--- src/rtl/cpu_sequencer.sv ---
`default_nettype none
// ============================================================================
// cpu_sequencer : 8-phase control sequencer and opcode decoder, Moore outputs
// Revision      : 1.0
// ============================================================================
module cpu_sequencer #(
  parameter int             OPW    = 3,
  parameter logic [OPW-1:0] HLT_OP = 3'd0,
  parameter logic [OPW-1:0] SKZ_OP = 3'd1,
  parameter logic [OPW-1:0] STO_OP = 3'd6,
  parameter logic [OPW-1:0] JMP_OP = 3'd7
) (
  input  logic           clk,
  input  logic           rst_n,
  input  logic [OPW-1:0] opcode,
  input  logic           zero,
  output logic           pc_addr,
  output logic           pc_actve,
  output logic           rd,
  output logic           wr,
  output logic           ld_ir,
  output logic           ld_ac,
  output logic           inc_pc,
  output logic           ld_pc,
  output logic           data_e,
  output logic           halt,
  output logic [2:0]     phase
);

  localparam logic [3:0] S_INST_ADDR  = 4'd0;
  localparam logic [3:0] S_INST_FETCH = 4'd1;
  localparam logic [3:0] S_INST_LOAD  = 4'd2;
  localparam logic [3:0] S_IDLE       = 4'd3;
  localparam logic [3:0] S_OP_ADDR    = 4'd4;
  localparam logic [3:0] S_OP_FETCH   = 4'd5;
  localparam logic [3:0] S_ALU_OP     = 4'd6;
  localparam logic [3:0] S_STORE      = 4'd7;
  localparam logic [3:0] S_HALTED     = 4'd8;

  logic [3:0] r_state;
  logic [3:0] w_next;
  logic       w_alu, w_sto, w_jmp, w_skz;
  logic       w_pc_addr, w_pc_actve, w_rd, w_wr, w_ld_ir, w_ld_ac;
  logic       w_inc_pc, w_ld_pc, w_data_e, w_halt;
  logic [2:0] w_phase;
  logic       r_pc_addr, r_pc_actve, r_rd, r_wr, r_ld_ir, r_ld_ac;
  logic       r_inc_pc, r_ld_pc, r_data_e, r_halt;
  logic [2:0] r_phase;

  assign w_sto = (opcode == STO_OP);
  assign w_jmp = (opcode == JMP_OP);
  assign w_skz = (opcode == SKZ_OP);
  assign w_alu = !(w_sto || w_jmp || w_skz || (opcode == HLT_OP));

  // Reset folds into next-state so the decoded outputs on that edge are the phase-0 row.
  always_comb begin
    w_next = r_state;
    if (!rst_n)
      w_next = S_INST_ADDR;
    else if (r_state == S_HALTED)
      w_next = S_HALTED;
    else if ((r_state == S_OP_ADDR) && (opcode == HLT_OP))
      w_next = S_HALTED;
    else
      w_next = {1'b0, r_state[2:0] + 3'd1};
  end

  always_comb begin
    w_pc_addr  = 1'b0;
    w_pc_actve = 1'b0;
    w_rd       = 1'b0;
    w_wr       = 1'b0;
    w_ld_ir    = 1'b0;
    w_ld_ac    = 1'b0;
    w_inc_pc   = 1'b0;
    w_ld_pc    = 1'b0;
    w_data_e   = 1'b0;
    w_halt     = 1'b0;
    w_phase    = w_next[2:0];
    case (w_next)
      S_INST_ADDR: begin
        w_pc_actve = 1'b1;
      end
      S_INST_FETCH: begin
        w_pc_actve = 1'b1;
        w_rd       = 1'b1;
      end
      S_INST_LOAD: begin
        w_pc_actve = 1'b1;
        w_rd       = 1'b1;
        w_ld_ir    = 1'b1;
      end
      S_IDLE: begin
        w_rd       = 1'b1;
        w_ld_ir    = 1'b1;
      end
      S_OP_ADDR: begin
        w_pc_actve = 1'b1;
        w_pc_addr  = 1'b1;
        w_inc_pc   = 1'b1;
      end
      S_OP_FETCH: begin
        w_pc_actve = 1'b1;
        w_pc_addr  = 1'b1;
        w_rd       = w_alu;
      end
      S_ALU_OP: begin
        w_pc_actve = 1'b1;
        w_pc_addr  = 1'b1;
        w_rd       = w_alu;
        w_inc_pc   = w_skz && zero;
        w_ld_pc    = w_jmp;
        w_data_e   = w_sto;
      end
      S_STORE: begin
        w_pc_actve = 1'b1;
        w_pc_addr  = 1'b1;
        w_rd       = w_alu;
        w_ld_ac    = w_alu;
        w_ld_pc    = w_jmp;
        w_wr       = w_sto;
        w_data_e   = w_sto;
      end
      S_HALTED: begin
        w_halt     = 1'b1;
        w_phase    = 3'd4;
      end
      default: begin
        w_phase    = 3'd0;
      end
    endcase
  end

  always_ff @(posedge clk) begin
    r_state    <= w_next;
    r_pc_addr  <= w_pc_addr;
    r_pc_actve <= w_pc_actve;
    r_rd       <= w_rd;
    r_wr       <= w_wr;
    r_ld_ir    <= w_ld_ir;
    r_ld_ac    <= w_ld_ac;
    r_inc_pc   <= w_inc_pc;
    r_ld_pc    <= w_ld_pc;
    r_data_e   <= w_data_e;
    r_halt     <= w_halt;
    r_phase    <= w_phase;
  end

  assign pc_addr  = r_pc_addr;
  assign pc_actve = r_pc_actve;
  assign rd       = r_rd;
  assign wr       = r_wr;
  assign ld_ir    = r_ld_ir;
  assign ld_ac    = r_ld_ac;
  assign inc_pc   = r_inc_pc;
  assign ld_pc    = r_ld_pc;
  assign data_e   = r_data_e;
  assign halt     = r_halt;
  assign phase    = r_phase;

endmodule
`default_nettype wire

--- config.mk ---
export PLATFORM = sky130hd
export DESIGN_NAME = cpu_sequencer
export DESIGN_NICKNAME = d
export VERILOG_FILES = /design/src/rtl/cpu_sequencer.sv
export SDC_FILE = /design/constraint.sdc
export NUM_CORES = 1
export LEC_CHECK = 0
export BUFFER_PORTS_ARGS = -buffer_cell sky130_fd_sc_hd__buf_2
export CORE_MARGIN = 4
export CORE_UTILIZATION = 43
export CTS_CLUSTER_DIAMETER = 30
export DETAILED_ROUTE_END_ITERATION = 10
export HOLD_SLACK_MARGIN = 0.02
export PLACE_DENSITY = 0.7
export SKIP_CTS_REPAIR_TIMING = 1
export SLEW_MARGIN = 10
export SYNTH_ARGS = -nofsm -noshare
export SYNTH_HDL_FRONTEND = slang
export SYNTH_SLANG_ARGS = --single-unit
--- constraint.sdc ---
create_clock -name clk -period 1.66 [get_ports clk]
set_input_delay 0.166 -clock clk [delete_from_list [all_inputs] [get_ports clk]]
set_output_delay 0.166 -clock clk [all_outputs]
set_load 0.005 [all_outputs]
Yosys cells after proc, flatten, opt, wreduce, memory -nomap -nowiden
Index checks and enable logic that the tools add are counted.
{"block": "classes", "n_addsub": 1, "n_eq_ne": 13, "muxes": 10, "reduce_logical": 15}
{"operator": "equality test 4 x 3 -> 1 bit (second input constant)", "count": 5}
{"operator": "two-way mux 4 bit", "count": 3}
{"operator": "equality test 4 x 2 -> 1 bit (second input constant)", "count": 2}
{"operator": "equality test 4 bit (second input constant)", "count": 2}
{"operator": "OR reduction 8 bit", "count": 1}
{"operator": "OR reduction 7 bit", "count": 1}
{"operator": "equality test 3 bit (second input constant)", "count": 2}
{"operator": "one-hot mux 3 bit (2 select lines)", "count": 1}
{"operator": "OR reduction 3 bit", "count": 2}
{"operator": "equality test 4 x 1 -> 1 bit (second input constant)", "count": 1}
{"operator": "logical NOT 4 bit", "count": 1}
{"operator": "two-way mux 1 bit", "count": 4}
{"operator": "one-hot mux 1 bit (2 select lines)", "count": 2}
{"operator": "OR reduction 2 bit", "count": 2}
{"operator": "OR reduction 4 bit", "count": 1}
{"operator": "adder 3 x 1 -> 3 bit (second input constant)", "count": 1}
{"operator": "equality test 3 x 1 -> 1 bit (second input constant)", "count": 1}
{"operator": "logical NOT 3 bit", "count": 1}
{"operator": "logical OR 1 bit", "count": 3}
{"operator": "logical AND 1 bit", "count": 2}
{"operator": "logical NOT 1 bit", "count": 1}
{"block": "totals", "register_bits": 17, "out_inout_bits": 13, "word_cells": 51}

Depth between registers and ports, before layout
Gate-level depths: netlist (run 1).
{"block": "depth", "ltp_word": 8, "depth_mapped": 6, "depth_no_buf": 5}

Least setup slack after synthesis (run 1)
OpenSTA, ideal clock, no wires.
{"block": "synth_timing", "path_kind": "flip-flop to flip-flop", "startpoint": "register r_state[0]", "endpoint": "register r_wr (netlist: wr)", "setup_ps": 79, "arrival_ps": 1505, "slack_ps": 76, "stages_incl_launch_ff": 6, "path_buffers": 0, "cell_sequence": "dfxtp_1 > inv_1 > ha_1 > nand2_2 > or4_4 > a211oi_2"}
{"block": "synth_via", "elab_chain_cells": 6}
{"element": "start, declared", "line_no": "40", "rtl": "logic [3:0] r_state;"}
{"element": "start signal, assigned", "line_no": "135", "rtl": "r_state <= w_next;"}
{"element": "parallel branches: the longest is 3 deep, another holds adder 3 x 1 -> 3 bit"}
{"element": "two-way mux 4 bit (*)", "line_no": "60", "rtl": "else if (r_state == S_HALTED)"}
{"element": "two-way mux 4 bit (*)", "line_no": "58", "rtl": "if (!rst_n)"}
{"element": "equality test 4 x 3 -> 1 bit (*)", "line_no": "80", "rtl": "case (w_next)"}
{"element": "end signal, assigned", "line_no": "139", "rtl": "r_wr <= w_wr;"}
{"element": "end, declared", "line_no": "46", "rtl": "logic r_pc_addr, r_pc_actve, r_rd, r_wr, r_ld_ir, r_ld_ac;"}
Mark *: on every way between the ends.
A chain may end at the register's enable or synchronous reset.

Final worst setup path (run 1)
Ends and elaborated chain as after synthesis.

==> results of run 1 <==
## synth_stat cells, types with 2 or more instances
library cell	number
sky130_fd_sc_hd__a21oi_1	10
sky130_fd_sc_hd__ha_1	2
sky130_fd_sc_hd__buf_4	2
sky130_fd_sc_hd__inv_1	5
sky130_fd_sc_hd__mux2_2	2
sky130_fd_sc_hd__a211oi_1	2
sky130_fd_sc_hd__nand2_1	4
sky130_fd_sc_hd__xor2_1	2
sky130_fd_sc_hd__dfxtp_1	17
sky130_fd_sc_hd__and4_1	2
## metrics by stage
| step | cell area (um2) | std cells |
|---|---|---|
| after floorplan | 689 | 68 |
| after global placement | 787 | 100 |
| after detailed placement | 787 | 100 |
| after CTS | 815 | 104 |
| after global routing | 828 | 104 |
| final | 828 | 104 |
## final cells by class
cell class                      count  area [um2]
Multi-Input combinational cell     41         308
Timing Repair Buffer               21         113
Clock buffer                        3        22.5
Fill cell                         143         678
Clock inverter                      1        5.00
Inverter                            5        18.8
Sequential cell                    17         342
Tap cell                           16        20.0
## path summary, 6_finish.rpt
check / start / end / slack (ns) / depth (start not counted)
hold / removal: opcode[0] / wr$_SDFF_PP0_ / 0.18 / 3
hold reg to reg: r_state[0]$_DFF_P_ / inc_pc$_DFF_P_ / 0.56 / 2
setup reg to reg: r_state[0]$_DFF_P_ / wr$_SDFF_PP0_ / 0.11 / 5
setup / recovery: r_state[0]$_DFF_P_ / wr$_SDFF_PP0_ / 0.11 / 5
## flip-flops by register name, summed over array words and instances (netlist names)
register / flops
ld_ir: 1
inc_pc: 1
pc_actve: 1
r_state: 4
phase: 3
halt: 1
ld_ac: 1
ld_pc: 1
rd: 1
wr: 1
data_e: 1
pc_addr: 1
## critical path, delay by kind of cell, from the launching register on
kind / cells / cell delay, ns
fa+ha+maj: 1 / 0.29
compound gates: 1 / 0.14
flops: 1 / 0.36
simple gates: 2 / 0.61
buf+inv: 1 / 0.08
## power by group
| group | internal [mW] | switching, mW |
|---|---|---|
| clock network | 0.0894 | 0.132 |
| registers | 0.432 | 0.0104 |
| logic | 0.0610 | 0.0794 |
| total | 0.582 | 0.222 |
## layer usage
metal | wire length (um) | global-route usage, % | up-vias | share of wire [%]
met5 | 0 | 0 | - | 0
met4 | 17 | 9.14 | 0 | 1.2
met3 | 71 | 3.38 | 2 | 5.0
met2 | 770 | 22.2 | 12 | 54
met1 | 557 | 16.1 | 287 | 39
li1 | - | - | 279 | -
## logic make-up after synthesis
family | count (synthesis) | synth area share, %
compound gates | 17 | 16.0
simple gates | 17 | 16.2
xor+xnor | 3 | 3.81
fa+ha+maj | 2 | 3.63
flops | 17 | 49.4
mux | 2 | 3.27
buf+inv | 10 | 7.80
==> results.json, run 1 <==
{
  "outcome": "finished, final reports clean",
  "p_total_uw": 804,
  "cellPowerDensity_nw_per_um2": 971,
  "final-setup-viol-count": 0,
  "number_of_register_bits_inferred_by_synthesis": 17,
  "design.core.area_um2": 1510,
  "post_route_cells_drive_above_1_share_pct": 38.6,
  "post-route-period-util_pct": 93.7,
  "mostFrequentLayoutCells": "sky130_fd_sc_hd__buf_2 (18), sky130_fd_sc_hd__dfxtp_1 (16), sky130_fd_sc_hd__a21oi_1 (10), sky130_fd_sc_hd__inv_1 (5), sky130_fd_sc_hd__nand2_1 (4)",
  "worst-endpoint-arrival_ns": 1.77,
  "layout.core_utilization_pct": 55.0,
  "die_y_um": 48.0,
  "finalWeightedCongestion": 0.814,
  "path_cells": "inv_1 > ha_4 > nand2_2 > or4_4 > a211oi_2",
  "crit_slowest_cell": "sky130_fd_sc_hd__or4_4",
  "vias": 580,
  "worst_slew_pin_slew_ns": 0.409,
  "worst_setup_path_end_kind": "register",
  "grt_usage_pct": 13.8,
  "ios": 19,
  "antenna_cells_inserted": 0,
  "total_leakage_power_nw": 0.392,
  "fin_worst_hold_slack_ns": 0.182,
  "ys_types": 30,
  "die_w_um": 48.0,
  "max_clk_rate_mhz": 643,
  "cts.path.max_buffers": 2,
  "drt_drc_violations_left": 0,
  "netlist.area_leader.share_pct": 49.4,
  "ys_top_cells_by_area": "sky130_fd_sc_hd__dfxtp_1 (49%), sky130_fd_sc_hd__a21oi_1 (7.3%), sky130_fd_sc_hd__ha_1 (3.6%)",
  "viasPerCell": 5.58,
  "clock_transition_at_the_registers_of_the_reported_paths_ns": 0.11,
  "timing.max_cap.violations": 0,
  "grt_max_degree": 18,
  "final_max_slew_viol_count": 0,
  "area_of_the_die_um2": 2310,
  "mostFrequentLayoutCell": "sky130_fd_sc_hd__buf_2",
  "timing.final.hold_violations": 0,
  "layout_setup_ws_ns": 0.105,
  "timing_worst_setup_path_type": "register to register",
  "num_rows": 14,
  "power.ir.vdd_worst_v": 0.000386,
  "setup_tns_ns": 0,
  "cts.sink_count": 17,
  "syn_nets": 76,
  "finalCriticalPeriod_ns": 1.55,
  "antenna_found_initial": 0,
  "synth_enable_flop_cells": 0,
  "final_net_count": 97,
  "number_of_h_tree_levels": 1,
  "detailedPlace.worstSlack_ns": 0.0461,
  "mappedNetlistArea_um2": 689,
  "worst_hold_path_class": "input pin to register",
  "rsz0062_at_grt": "no",
  "worst_slew_margin_rel_pct": 72.5,
  "timing.critical_path.fanout_max": 5,
  "initial_utilization_pct": 45.8,
  "dr.first_iter.drc_count": 12,
  "critical_path.startpoint_type": "register",
  "clock_latency_late_sink_ns": 0.29,
  "ys_async_sr_fraction_pct": 0,
  "route.antenna.remaining_nets": 0,
  "clock_tree_from_tritoncts": "yes",
  "drt_wl_total_mm": 1.42,
  "cts-root-buf": "sky130_fd_sc_hd__clkbuf_4",
  "syn-mean-instance-area_um2": 10.1,
  "flow.area_growth_from_synthesis_pct": 20.1,
  "max_incr_delay_on_cp_ns": 0.53,
  "via_count_of_the_first_global_routing_pass": 494,
  "worstPathRequired_ns": 1.88,
  "io_buffer_count": 18,
  "yosys_warnings": 0,
  "ys_dominant_reg_cell": "sky130_fd_sc_hd__dfxtp_1",
  "tritoncts.num_buffers": 3,
  "post_drt_wl_per_cell_um": 13.6,
  "overflow": 0,
  "final.setup_skew_ns": 0.00651,
  "dpl.hpwl_um": 979,
  "detail_route.first_pass.iterations": 4,
  "synth_cells": 68,
  "grt_first_pass_wirelength_mm": 2.10,
  "post-synth-top-area-cell": "sky130_fd_sc_hd__dfxtp_1",
  "synth_seq_area_share_pct": 49.4
}
No activity file was read; power rests on OpenSTA's default activity.
==> run 2, diff against run 1 <==
==> constraint.sdc (replaced) <==
create_clock -name clk -period 1.25 [get_ports clk]
set_input_delay 0.125 -clock clk [delete_from_list [all_inputs] [get_ports clk]]
set_output_delay 0.125 -clock clk [all_outputs]
set_load 0.01 [all_outputs]
==> run 2 against run 1 <==
  * Die area stayed put
  * Global-route usage is 1.9 points higher
  * Critical endpoint unchanged
  * Combinational power is 97% higher
  * The flow now finishes with violations (setup timing)
==> results.json, run 2 (synthesis results as in run 1) <==
{
  "worst_slew_pin_slew_ns": 0.236,
  "outcome": "complete, but fails checks",
  "overflow": 0,
  "worst-endpoint-arrival_ns": 1.69,
  "final_net_count": 112,
  "power.ir.vdd_worst_v": 0.000845,
  "worst_hold_path.num_cells": 4,
  "detail_route.first_pass.iterations": 2,
  "fillCellCount": 124,
  "reg2reg_to": "wr$_SDFF_PP0_",
  "mostFrequentLayoutCells": "sky130_fd_sc_hd__buf_2 (18), sky130_fd_sc_hd__buf_4 (18), sky130_fd_sc_hd__dfxtp_1 (15), sky130_fd_sc_hd__a21oi_1 (10), sky130_fd_sc_hd__inv_1 (4)",
  "clock_tree_from_tritoncts": "yes",
  "final.setup_skew_ns": 0.00812,
  "failed_checks": "setup timing",
  "finalWeightedCongestion": 0.775,
  "design.core.area_um2": 1510,
  "layout_setup_ws_ns": -0.229,
  "grt_max_degree": 16,
  "dpl.hpwl_mm": 1.22,
  "number_of_h_tree_levels": 1,
  "initial_utilization_pct": 45.8,
  "total_leakage_power_nw": 0.484,
  "timing.max_cap.violations": 0,
  "antenna_cells_inserted": 0,
  "tritoncts.num_buffers": 3,
  "whs_endpoint": "ld_pc$_SDFF_PN0_",
  "timing_worst_setup_path_type": "register to register",
  "num_rows": 14,
  "antenna_found_initial": 0,
  "worstPathRequired_ns": 1.46,
  "timing.final.hold_violations": 0,
  "die_y_um": 48.0,
  "io_buffer_count": 18,
  "cellPowerDensity_nw_per_um2": 1150,
  "worst_setup_path_end_kind": "register",
  "vias": 620,
  "p_total_mw": 1.14,
  "post-route-period-util_pct": 118,
  "number_of_flip_flops_in_the_largest_register": 4,
  "dr.first_iter.drc_count": 12,
  "route.antenna.remaining_nets": 0,
  "worst-r2r-cell-count": 5,
  "final-setup-viol-count": 11,
  "post_drt_wl_per_cell_um": 13.4,
  "multi_input_area_um2": 355,
  "viasPerCell": 5.21,
  "die_w_um": 48.0,
  "drt_wl_total_mm": 1.59,
  "flow.area_growth_from_synthesis_pct": 43.6,
  "grt_usage_pct": 15.7,
  "finalCriticalPeriod_ns": 1.48,
  "clock_latency_late_sink_ns": 0.29,
  "area_of_the_die_um2": 2310,
  "fin_worst_hold_slack_ns": 0.202,
  "rsz0062_at_grt": "yes",
  "sequential_cell_area_um2": 343,
  "hold_path.startpoint": "rst_n",
  "worst_hold_path_class": "input pin to register",
  "final_max_slew_viol_count": 0,
  "max_clk_rate_mhz": 676,
  "drt_drc_violations_left": 0,
  "r2r-start": "r_state[0]$_DFF_P_",
  "cts-root-buf": "sky130_fd_sc_hd__clkbuf_4",
  "timing.critical_path.fanout_max": 3,
  "cts.sink_count": 17,
  "critical_path.startpoint_type": "register",
  "via_count_of_the_first_global_routing_pass": 543,
  "worst_slew_margin_rel_pct": 84.0,
  "ios": 19,
  "clock_transition_at_the_registers_of_the_reported_paths_ns": 0.09,
  "largest-register": "r_state",
  "grt_first_pass_wirelength_mm": 2.42,
  "reg2reg_setup_slack_ns": -0.23,
  "post_route_cells_drive_above_1_share_pct": 54.4,
  "cts.path.max_buffers": 2
}
run 2: changes by cell type in the layout (fill, tap and decap cells not counted), sizes merged:
cell,before,now
buf,21,36
run 2: worst max-delay path by stage:
stage / startpoint / end / slack (ns) / cells past startpoint
after floorplan: r_state[0]$_DFF_P_ / wr$_SDFF_PP0_ / -0.21 / 5
after global placement: r_state[1]$_DFF_P_ / wr$_SDFF_PP0_ / -0.18 / 5
after detailed placement: r_state[1]$_DFF_P_ / wr$_SDFF_PP0_ / -0.21 / 5
after CTS: r_state[1]$_DFF_P_ / wr$_SDFF_PP0_ / -0.24 / 5
after global routing: r_state[0]$_DFF_P_ / wr$_SDFF_PP0_ / -0.30 / 5
final: r_state[0]$_DFF_P_ / wr$_SDFF_PP0_ / -0.23 / 5
run 2: where the power goes:
part / total [mW] / internal (mW) / switching, mW
Combinational: 0.276 / 0.136 / 0.140
Clock: 0.279 / 0.119 / 0.160
Sequential: 0.586 / 0.574 / 0.0125
Total: 1.14 / 0.829 / 0.312
run 2: critical path, stage by stage (launching register included):
cell and delay, ns:
sky130_fd_sc_hd__dfxtp_2 0.36, sky130_fd_sc_hd__inv_2 0.06, sky130_fd_sc_hd__ha_4 0.28, sky130_fd_sc_hd__nand2_4 0.05, sky130_fd_sc_hd__or4_4 0.51, sky130_fd_sc_hd__a211oi_2 0.14
run 2: area by class of cell:
class / instances / share of cell area [%]
Clock buffer: 3 / 2.28
Clock inverter: 1 / 0.506
Multi-Input combinational cell: 41 / 35.9
Timing Repair Buffer: 36 / 22.8
Inverter: 5 / 1.90
Sequential cell: 17 / 34.6
Tap cell: 16 / 2.02
run 2: through the flow:
stage               cells  instance area (um2)  worst slack (ns)  utilization, %  setup TNS [ns]
floorplan              68                  721            -0.205               -          -0.655
detailed placement    114                  917            -0.214            60.9           -1.73
CTS                   118                  945            -0.244            62.7           -2.16
global placement      114                  917            -0.177            60.9           -1.73
finish                119                  990            -0.229            65.7           -1.52
global route          119                  990            -0.296            65.7           -2.21
run 2: per-layer routing:
layer	global-route usage [%]	share of wire [%]	wire, um	vias up
met4	3.23	0.31	5	0
met3	6.39	5.3	84	2
met5	0	0	0	-
li1	-	-	-	315
met1	19.2	40	643	288
met2	25.9	54	859	15
==> run 3, diff against run 2 <==
--- a/config.mk
+++ b/config.mk
@@ -7,11 +7,12 @@
 export LEC_CHECK = 0
 export BUFFER_PORTS_ARGS = -buffer_cell sky130_fd_sc_hd__buf_2
 export CORE_MARGIN = 4
-export CORE_UTILIZATION = 43
+export CORE_UTILIZATION = 45
+export CTS_BUF_LIST = sky130_fd_sc_hd__clkbuf_8
 export CTS_CLUSTER_DIAMETER = 30
 export DETAILED_ROUTE_END_ITERATION = 10
 export HOLD_SLACK_MARGIN = 0.02
-export PLACE_DENSITY = 0.7
+export PLACE_DENSITY = 0.73
 export SKIP_CTS_REPAIR_TIMING = 1
 export SLEW_MARGIN = 10
 export SYNTH_ARGS = -nofsm -noshare
==> constraint.sdc (replaced) <==
create_clock -name clk -period 1.3 [get_ports clk]
set_input_delay 0.13 -clock clk [delete_from_list [all_inputs] [get_ports clk]]
set_output_delay 0.13 -clock clk [all_outputs]
set_load 0.01 [all_outputs]
==> run 3 against run 2 <==
  * The run still ends with setup timing left
  * Global-route usage rose by 2.6 points
  * Utilization is 3.1 points higher
  * Non-clock buffer count down 4
  * Via count up 0.81%
  * Sequential power decreased by 3.4%
  * Sequential share of layout area rose by 1.8 points
  * Combinational power is 13% lower
  * First-iteration DRC count rose by 8.3%
  * Hold slack improved by 0.039 ns
  * Critical path depth is the same
  * Clock skew shrank 0.0051 ns
  * Total power increased by 4.1%
==> results.json, run 3 (synthesis results as in run 1) <==
{
  "finalWeightedCongestion": 0.791,
  "timing.final.hold_violations": 0,
  "path_cells": "inv_2 > ha_4 > nand2_4 > or4_4 > a211oi_2",
  "final.setup_skew_ns": 0.00299,
  "grt_first_pass_wirelength_mm": 2.68,
  "power.switching_uw": 310,
  "grt_max_degree": 17,
  "viasPerCell": 5.48,
  "clock_power_share_pct": 32.1,
  "layoutNonFillerInstCount": 114,
  "overflow": 0,
  "tritoncts.num_buffers": 3,
  "top_layer": "met4",
  "timing_worst_setup_path_type": "register to register",
  "num_rows": 13,
  "worst-endpoint-arrival_ns": 1.66,
  "die_y_um": 47.1,
  "cts.sink_count": 17,
  "layout.core_utilization_pct": 68.8,
  "route.met2.wl_um": 824,
  "area_of_the_die_um2": 2220,
  "cellPowerDensity_nw_per_um2": 1260,
  "cts.path.max_buffers": 2,
  "r2r-start": "r_state[0]$_DFF_P_",
  "final_max_slew_viol_count": 0,
  "placedInstanceArea_um2": 886,
  "cellInternalPower_uw": 877,
  "ios": 19,
  "post_drt_wl_per_cell_um": 14.6,
  "failed_checks": "setup timing",
  "clock_tree_from_tritoncts": "yes",
  "grt_usage_pct": 18.2,
  "max_incr_delay_on_cp_ns": 0.52,
  "via_count_of_the_first_global_routing_pass": 571,
  "flow.area_growth_from_synthesis_pct": 36.3,
  "timing.critical_path.fanout_max": 3,
  "worst-path-buf-inv": 1,
  "worst_setup_path_end_kind": "register",
  "seq_power_share_pct": 47.6,
  "worst_path_dominant_cell_family": "simple AND/OR/NAND/NOR gates",
  "detailedPlace.worstSlack_ns": -0.168,
  "crit_slowest_cell": "sky130_fd_sc_hd__or4_4",
  "rsz0062_at_grt": "yes",
  "post_route_cells_drive_above_1_share_pct": 47.5,
  "worstPathRequired_ns": 1.47,
  "finalCriticalPeriod_ns": 1.49,
  "outcome": "complete, but fails checks",
  "power.ir.vdd_worst_v": 0.000927,
  "vias": 625,
  "clock_transition_at_the_registers_of_the_reported_paths_ns": 0.06,
  "layout_setup_ws_ns": -0.194,
  "largest-register": "r_state",
  "finish.instance_area_um2": 940,
  "mostFrequentLayoutCells": "sky130_fd_sc_hd__buf_2 (18), sky130_fd_sc_hd__dfxtp_1 (15), sky130_fd_sc_hd__buf_4 (14), sky130_fd_sc_hd__a21oi_1 (10), sky130_fd_sc_hd__inv_1 (5)",
  "drt_wl_total_mm": 1.67,
  "dpl.hpwl_mm": 1.23,
  "die_w_um": 47.1,
  "number_of_flip_flops_in_the_largest_register": 4,
  "clock_latency_late_sink_ns": 0.25,
  "timing.max_cap.violations": 0,
  "drt_drc_violations_left": 0,
  "worst_slew_pin_slew_ns": 0.340,
  "detail_route.first_pass.iterations": 4,
  "dr.first_iter.drc_count": 13,
  "p_total_mw": 1.19,
  "worst_slew_margin_rel_pct": 77.1,
  "total_leakage_power_nw": 0.466,
  "cts-root-buf": "sky130_fd_sc_hd__clkbuf_8",
  "antenna_found_initial": 0,
  "post-route-period-util_pct": 115,
  "number_of_h_tree_levels": 1,
  "final_net_count": 108,
  "design.core.area_um2": 1370,
  "max_clk_rate_mhz": 669,
  "worst_hold_path_class": "input pin to register",
  "io_buffer_count": 18,
  "mostFrequentLayoutCell": "sky130_fd_sc_hd__buf_2",
  "wl_met3_um": 105,
  "met1Wirelength_um": 705,
  "final-setup-viol-count": 16,
  "switching_share_pct": 26.1,
  "antenna_cells_inserted": 0,
  "initial_utilization_pct": 50.5,
  "worst_setup_path_startpoint": "r_state[0]$_DFF_P_",
  "hold_path.startpoint": "rst_n",
  "combPwrFrac_pct": 20.2,
  "post-place-cells": 109,
  "critical_path.startpoint_type": "register",
  "route.antenna.remaining_nets": 0
}
==> run 3: cell count changes in the layout (fill, tap and decap cells not counted), sizes merged <==
cell    change
buf         -4
clkinv      -1
inv         +1
==> run 3: power by group through the flow <==
stage,Sequential [mW],Combinational (mW),Clock (mW)
2_1_floorplan,0.585,0.127,0
3_3_place_gp,0.574,0.229,0
3_5_place_dp,0.575,0.235,0
4_1_cts,0.564,0.236,0.390
5_1_grt,0.568,0.263,0.411
6_report,0.566,0.240,0.382
==> run 3: final timing paths <==
| check | to | slack [ns] | cells after the start |
|---|---|---|---|
| max | wr$_SDFF_PP0_ | -0.19 | 5 |
| min | ld_pc$_SDFF_PN0_ | 0.24 | 4 |
| max reg2reg | wr$_SDFF_PP0_ | -0.19 | 5 |
| min reg2reg | inc_pc$_DFF_P_ | 0.66 | 3 |
==> run 3: metal layers <==
metal | global-route usage, % | vias to the layer above
met4 | 9.94 | 0
li1 | - | 306
met5 | 0 | -
met2 | 29.5 | 19
met1 | 20.6 | 294
met3 | 6.90 | 6
==> run 3: final cells by class <==
class | instances | area [um2]
Fill cell | 102 | 427
Sequential cell | 17 | 343
Multi-Input combinational cell | 41 | 319
Timing Repair Buffer | 32 | 195
Clock buffer | 3 | 41.3
Inverter | 5 | 18.8
Tap cell | 15 | 18.8
Clock inverter | 1 | 3.75
==> run 3: per-stage QoR <==
stage	hold WS, ns	setup TNS (ns)
global placement	0.497	-0.440
CTS	0.233	-1.19
floorplan	0.312	-0.421
detailed placement	0.498	-0.962
global route	0.259	-2.03
finish	0.241	-1.05
==> run 3: worst min-delay path, stage by stage <==
cell                      delay (ns)
sky130_fd_sc_hd__buf_2          0.13
sky130_fd_sc_hd__nand2_4        0.06
sky130_fd_sc_hd__or4_1          0.10
sky130_fd_sc_hd__a21oi_1        0.03
